## config.mk

```make
export PLATFORM = sky130hd
export DESIGN_NAME = wb_master_arb
export DESIGN_NICKNAME = d
export VERILOG_FILES = /design/src/rtl/wb_arb_pkg.sv /design/src/rtl/wb_arb_rr.sv /design/src/rtl/wb_master_arb.sv
export SDC_FILE = /design/constraint.sdc
export NUM_CORES = 1
export LEC_CHECK = 0
export CORE_AREA = 2 2 140 142
export CTS_BUF_LIST = sky130_fd_sc_hd__clkbuf_4
export DETAILED_ROUTE_END_ITERATION = 10
export DIE_AREA = 0 0 142 144
export PLACE_DENSITY_LB_ADDON = 0.2
export SKIP_LAST_GASP = 1
export SYNTH_ARGS = -nofsm -noshare
export SYNTH_HDL_FRONTEND = slang
export SYNTH_HIERARCHICAL = 1
export SYNTH_SLANG_ARGS = --single-unit
```

## constraint.sdc

```tcl
create_clock -name wb_clk_i -period 2.3 [get_ports wb_clk_i]
set_input_delay 0.23 -clock wb_clk_i [delete_from_list [all_inputs] [get_ports wb_clk_i]]
set_output_delay 0.23 -clock wb_clk_i [all_outputs]
set_load 0.05 [all_outputs]
```

## src/rtl/wb_arb_pkg.sv

```systemverilog
// Shared types and defaults for the Wishbone master arbiter.
// No logic; latency and backpressure are defined by the users of this package.
package wb_arb_pkg;

  typedef enum logic [1:0] {
    IDLE  = 2'd0,
    GRANT = 2'd1,
    ABORT = 2'd2
  } arb_state_e;

  localparam int NM_DEF  = 3;
  localparam int AW_DEF  = 32;
  localparam int DW_DEF  = 32;
  localparam int TMO_DEF = 1023;

  // Timeout counter width; kept at least 1 bit so a disabled timeout still elaborates.
  function automatic int tmo_w(input int tmo);
    return (tmo < 1) ? 1 : $clog2(tmo + 1);
  endfunction

endpackage

```

## src/rtl/wb_arb_rr.sv

```systemverilog
// Combinational round-robin picker: first requester after last_i, wrapping.
// Zero latency; no backpressure, the caller decides when to take the result.
module wb_arb_rr #(
  parameter int NM = 3,
  parameter int IW = (NM > 1) ? $clog2(NM) : 1
) (
  input  logic [NM-1:0] req_i,
  input  logic [IW-1:0] last_i,
  output logic [NM-1:0] gnt_o,
  output logic [IW-1:0] idx_o,
  output logic          vld_o
);

  always_comb begin
    gnt_o = '0;
    idx_o = '0;
    vld_o = 1'b0;
    for (int k = 1; k <= NM; k++) begin
      if (!vld_o && req_i[(int'(last_i) + k) % NM]) begin
        vld_o                              = 1'b1;
        idx_o                              = IW'((int'(last_i) + k) % NM);
        gnt_o[(int'(last_i) + k) % NM]     = 1'b1;
      end
    end
  end

endmodule

```

## src/rtl/wb_master_arb.sv

```systemverilog
// Round-robin Wishbone arbiter: one owner per cyc tenure, stalled strobes aborted with err.
// Grant 1 cycle after request, ack/err pass through combinationally; slave stalls are bounded by TMO_CYC.
module wb_master_arb
  import wb_arb_pkg::*;
#(
  parameter int NM      = NM_DEF,
  parameter int AW      = AW_DEF,
  parameter int DW      = DW_DEF,
  parameter int TMO_CYC = TMO_DEF
) (
  input  logic              wb_clk_i,
  input  logic              wb_rst_n,
  input  logic [NM-1:0]     m_cyc_i,
  input  logic [NM-1:0]     m_stb_i,
  input  logic [NM-1:0]     m_we_i,
  input  logic [4*NM-1:0]   m_sel_i,
  input  logic [AW*NM-1:0]  m_adr_i,
  input  logic [DW*NM-1:0]  m_dat_i,
  output logic [DW-1:0]     m_dat_o,
  output logic [NM-1:0]     m_ack_o,
  output logic [NM-1:0]     m_err_o,
  output logic              s_cyc_o,
  output logic              s_stb_o,
  output logic              s_we_o,
  output logic [3:0]        s_sel_o,
  output logic [AW-1:0]     s_adr_o,
  output logic [DW-1:0]     s_dat_o,
  input  logic [DW-1:0]     s_dat_i,
  input  logic              s_ack_i,
  input  logic              s_err_i,
  output logic [NM-1:0]     gnt_o,
  output logic              tmo_o
);

  localparam int IW = (NM > 1) ? $clog2(NM) : 1;
  localparam int CW = tmo_w(TMO_CYC);

  arb_state_e    state_q;
  logic [NM-1:0] gnt_q;
  logic [IW-1:0] own_q;   // current owner while granted, last owner otherwise
  logic [CW-1:0] cnt_q, cnt_d;

  logic [NM-1:0] rr_gnt;
  logic [IW-1:0] rr_idx;
  logic          rr_vld;
  logic          in_grant, own_cyc, rsp, tmo_hit;

  wb_arb_rr #(.NM(NM), .IW(IW)) u_rr (
    .req_i  (m_cyc_i),
    .last_i (own_q),
    .gnt_o  (rr_gnt),
    .idx_o  (rr_idx),
    .vld_o  (rr_vld)
  );

  assign in_grant = (state_q == GRANT);
  assign own_cyc  = m_cyc_i[own_q];
  assign rsp      = s_ack_i | s_err_i;

  assign s_cyc_o = in_grant & own_cyc;
  assign s_stb_o = in_grant & own_cyc & m_stb_i[own_q];
  assign s_we_o  = in_grant & m_we_i[own_q];
  assign s_sel_o = in_grant ? m_sel_i[int'(own_q)*4 +: 4]   : '0;
  assign s_adr_o = in_grant ? m_adr_i[int'(own_q)*AW +: AW] : '0;
  assign s_dat_o = in_grant ? m_dat_i[int'(own_q)*DW +: DW] : '0;

  // Responses outside GRANT are late slave replies and go nowhere.
  assign m_dat_o = s_dat_i;
  assign m_ack_o = in_grant ? (gnt_q & {NM{s_ack_i}}) : '0;
  assign m_err_o = in_grant              ? (gnt_q & {NM{s_err_i}}) :
                   (state_q == ABORT)    ? gnt_q : '0;
  assign tmo_o   = (state_q == ABORT);
  assign gnt_o   = gnt_q;

  assign tmo_hit = (TMO_CYC != 0) && s_stb_o && !rsp && (cnt_q == CW'(TMO_CYC));

  always_comb begin
    cnt_d = '0;
    if (s_stb_o && !rsp)
      cnt_d = (cnt_q == {CW{1'b1}}) ? cnt_q : cnt_q + 1'b1;
  end

  always_ff @(posedge wb_clk_i or negedge wb_rst_n) begin
    if (!wb_rst_n) begin
      state_q <= IDLE;
      gnt_q   <= '0;
      own_q   <= IW'(NM - 1);
      cnt_q   <= '0;
    end else begin
      cnt_q <= cnt_d;
      unique case (state_q)
        IDLE: begin
          if (rr_vld) begin
            state_q <= GRANT;
            gnt_q   <= rr_gnt;
            own_q   <= rr_idx;
          end
        end
        GRANT: begin
          if (!own_cyc) begin
            state_q <= IDLE;
            gnt_q   <= '0;
          end else if (tmo_hit) begin
            state_q <= ABORT;
          end
        end
        ABORT: begin
          state_q <= IDLE;
          gnt_q   <= '0;
        end
        default: begin
          state_q <= IDLE;
          gnt_q   <= '0;
        end
      endcase
    end
  end

endmodule

```

==> flow_summary.json, run 1 <==
{
  "p_sw_share_pct": 53.35,
  "ios": 362,
  "dieArea_um2": 20450,
  "fmax_mhz": 440.8,
  "grtUsageTotal_pct": 14.95,
  "wl_um": 18190,
  "avgSynthCellArea_um2": 6.571,
  "synth_compound_area_share_pct": 17.39,
  "finalMaxSlewViolations": 0,
  "synth_top_family_by_area": "simple AND/OR/NAND/NOR gates",
  "pre_cts_ws_ns": -0.002020,
  "cts_max_level": 1,
  "wl_per_cell_um": 18.51,
  "drtPass1Iterations": 4,
  "period_share_pct": 98.64,
  "diodes": 0,
  "seqPwrFrac_pct": 4.3,
  "cts_buffer_depth": 2,
  "finalPower_mw": 10.00,
  "place_area_um2": 7089,
  "dp_hpwl_um": 13730,
  "slew_headroom_pct": 48.36,
  "synth_fp_nets": 739,
  "drc": 0,
  "numCtsBuffers": 3,
  "yosys_warnings": 6,
  "dp_cells": 964,
  "p_clk_share_pct": 1.7,
  "power_density_nw_per_um2": 1316,
  "initial_utilization_pct": 16.70,
  "rsz0062_at_grt": "true",
  "cp_max_fo": 8,
  "cts_num_sinks": 17,
  "final_hold_viol_count": 0,
  "synthTopCellsByArea": "mux2i_1, nor2_1, dfrtp_1",
  "cp-start-kind": "flip-flop",
  "synthArstFlopShare_pct": 100.0,
  "fin_area_um2": 7597,
  "netlist.area_leader.share_pct": 24.19,
  "period_minus_slack_ns": 2.269,
  "cts_root_buf": "clkbuf_4",
  "layout_commonest_cell": "clkdlybuf4s50_1",
  "place_congestion": 0.7810,
  "p_int_mw": 4.665,
  "holdBufCountCts": 0,
  "status": "finished clean",
  "endpoint_kind": "primary output",
  "r2r_start": "own_q[1]",
  "cp-startpoint": "own_q[1]",
  "rows": 51,
  "clkLatencyLatePin_ns": 0.29,
  "grt_pass1_vias": 4243,
  "yosys.area_share.adder_pct": 1.963,
  "grt.overflow.total": 0,
  "core-area_um2": 19080,
  "path_clk_slew_ns": 0.10,
  "synth.distinct_cells": 45,
  "ys_seq_area_share_pct": 13.39,
  "synthToLayoutAreaGrowth_pct": 138.4,
  "syn-cell-area_um2": 3187,
  "ant_nets": 0,
  "dr_total_vias": 4367,
  "setup.worst_path.class": "reg2out",
  "grt_pass1_wl_um": 23980,
  "synth_edf_count": 0,
  "cp_data_required_time_ns": 2.07,
  "yosysTopAreaCell": "mux2i_1",
  "leakage_nw": 2.952,
  "setup_ws_ns": 0.03134,
  "layout.cells.non_filler": 983,
  "synth.mux.area_fraction_pct": 25.60,
  "initialDrtViolationCount": 153,
  "ys_seq_elements": 17,
  "grt_start_max_net_pins": 70,
  "cp_data_arrival_time_ns": 2.04,
  "power_frac_comb_pct": 94.0,
  "fin_skew_ns": 0.002932,
  "cap_viol_max_count": 0,
  "drive_gt1_share_pct": 30.60,
  "vias_per_cell": 4.443,
  "dieHeight_um": 144,
  "hold_class": "in2async",
  "cts_tree": "yes",
  "port_buffers": 297,
  "setup_violations": 0,
  "synth_cells": 485,
  "ys.flop_type": "dfrtp_1",
  "layout.nets": 1000,
  "synth-xor-area-share_pct": 0.8245,
  "vdd_ir_drop_max_uv": 618.2,
  "max_slew.worst_pin.slew_ns": 0.7722,
  "p_switching_mw": 5.336,
  "synthSimpleGateAreaFrac_pct": 27.80,
  "antenna_found_initial": 0,
  "layout_common_cells": "clkdlybuf4s50_1, nor2_1, buf_12",
  "die_x_um": 142
}
[synthesized netlist by cell type (2+ instances only)]
master and n:
a21o_1 2, a21oi_1 74, a311oi_1 2, a31oi_1 5, and2_1 4, and3_1 5, buf_1 10, buf_2 2
buf_4 34, clkbuf_1 21, dfrtp_1 16, ha_1 5, inv_1 6, mux2_2 4, mux2i_1 77, nand2_1 7
nand2b_1 4, nand3_1 6, nand3b_1 2, nand4_1 3, nor2_1 160, nor2b_1 5, nor3_2 3, o21ai_0 3
o21bai_1 3, o31ai_1 2, xnor2_1 2
[final cells by class]
cell class | instances | area (um^2)
Fill cell | 1891 | 11480
Timing Repair Buffer | 324 | 4099
Multi-Input combinational cell | 394 | 2716
Sequential cell | 17 | 431.7
Tap cell | 238 | 297.8
Clock buffer | 4 | 30.03
Inverter | 6 | 22.52
[power groups by stage]
stage | combinational (mW) | clock (mW) | sequential [mW]
after floorplan | 4.86 | 0 | 0.429
after global placement | 8.66 | 0 | 0.410
after detailed placement | 8.73 | 0 | 0.412
after CTS | 8.90 | 0.182 | 0.420
after global routing | 9.87 | 0.189 | 0.440
final | 9.40 | 0.172 | 0.427
[final timing paths]
check | end | slack [ns] | cells past startpoint
max in group asynchronous | own_q[0] | 1.39 | 1
worst max-delay path | s_adr_o[23] | 0.03 | 7
worst max register to register | gnt_o[0] | 0.04 | 10
min in group wb_clk_i | m_dat_o[16] | 0.46 | 0
worst min register to register | cnt_q[4] | 0.55 | 1
worst min-delay path | cnt_q[9] | 0.39 | 1
[timing repair]
| action | 4_1_cts | 5_1_grt |
|---|---|---|
| pin swaps | 0 | 8 |
| endpoints found under the hold margin | 0 | 0 |
| endpoints found under the setup margin | 64 | 74 |
| setup buffers | 1 | 6 |
| resized for setup | 6 | 49 |
| cloned | 1 | 7 |
[logic make-up (layout without fill, tap and decap cells)]
family / Yosys count / in the layout
adder cells (fa/ha/maj): 5 / 5
flip-flops: 17 / 17
AO/OA/AOI/OAI: 99 / 99
buffers and inverters: 74 / 334
multiplexers: 81 / 81
AND/OR/NAND/NOR: 206 / 206
XOR/XNOR: 3 / 3
[worst max-delay path, stage by stage (launching register included)]
cell and delay [ns]:
dfstp_4 0.74, buf_6 0.18, clkbuf_16 0.17, mux2i_2 0.21, nor2_1 0.06, a21oi_1 0.15, nor2_2 0.07, buf_12 0.17
[metal layers]
metal	part of all wire [%]	global-route usage, %	up-vias
li1	-	-	2138
met1	38	17.44	2008
met2	52	27.61	215
met3	9.9	5.464	6
met4	0.19	0.4211	0
met5	0	0	-
[flip-flops by register name, summed over array words and instances (netlist names)]
signal	count
state_q	2
cnt_q	10
gnt_o	3
own_q	2
[metrics by stage]
step                setup TNS, ns  hold slack (ns)  util [%]
floorplan                       0         -0.06559         -
global placement                0           0.4603     37.16
detailed placement      -0.002020           0.4603     37.16
CTS                       -0.5853           0.4143     37.73
global route               -1.562           0.4509     39.82
finish                          0           0.3855     39.82
(Power assumes the default switching activity.)
==> inputs of run 2 (changes only) <==
ABC_CLOCK_PERIOD_IN_PS = 2300   (was unset)
==> results of run 2 <==
Same layout as run 1: the final DEF is identical, and so are final timing and power.
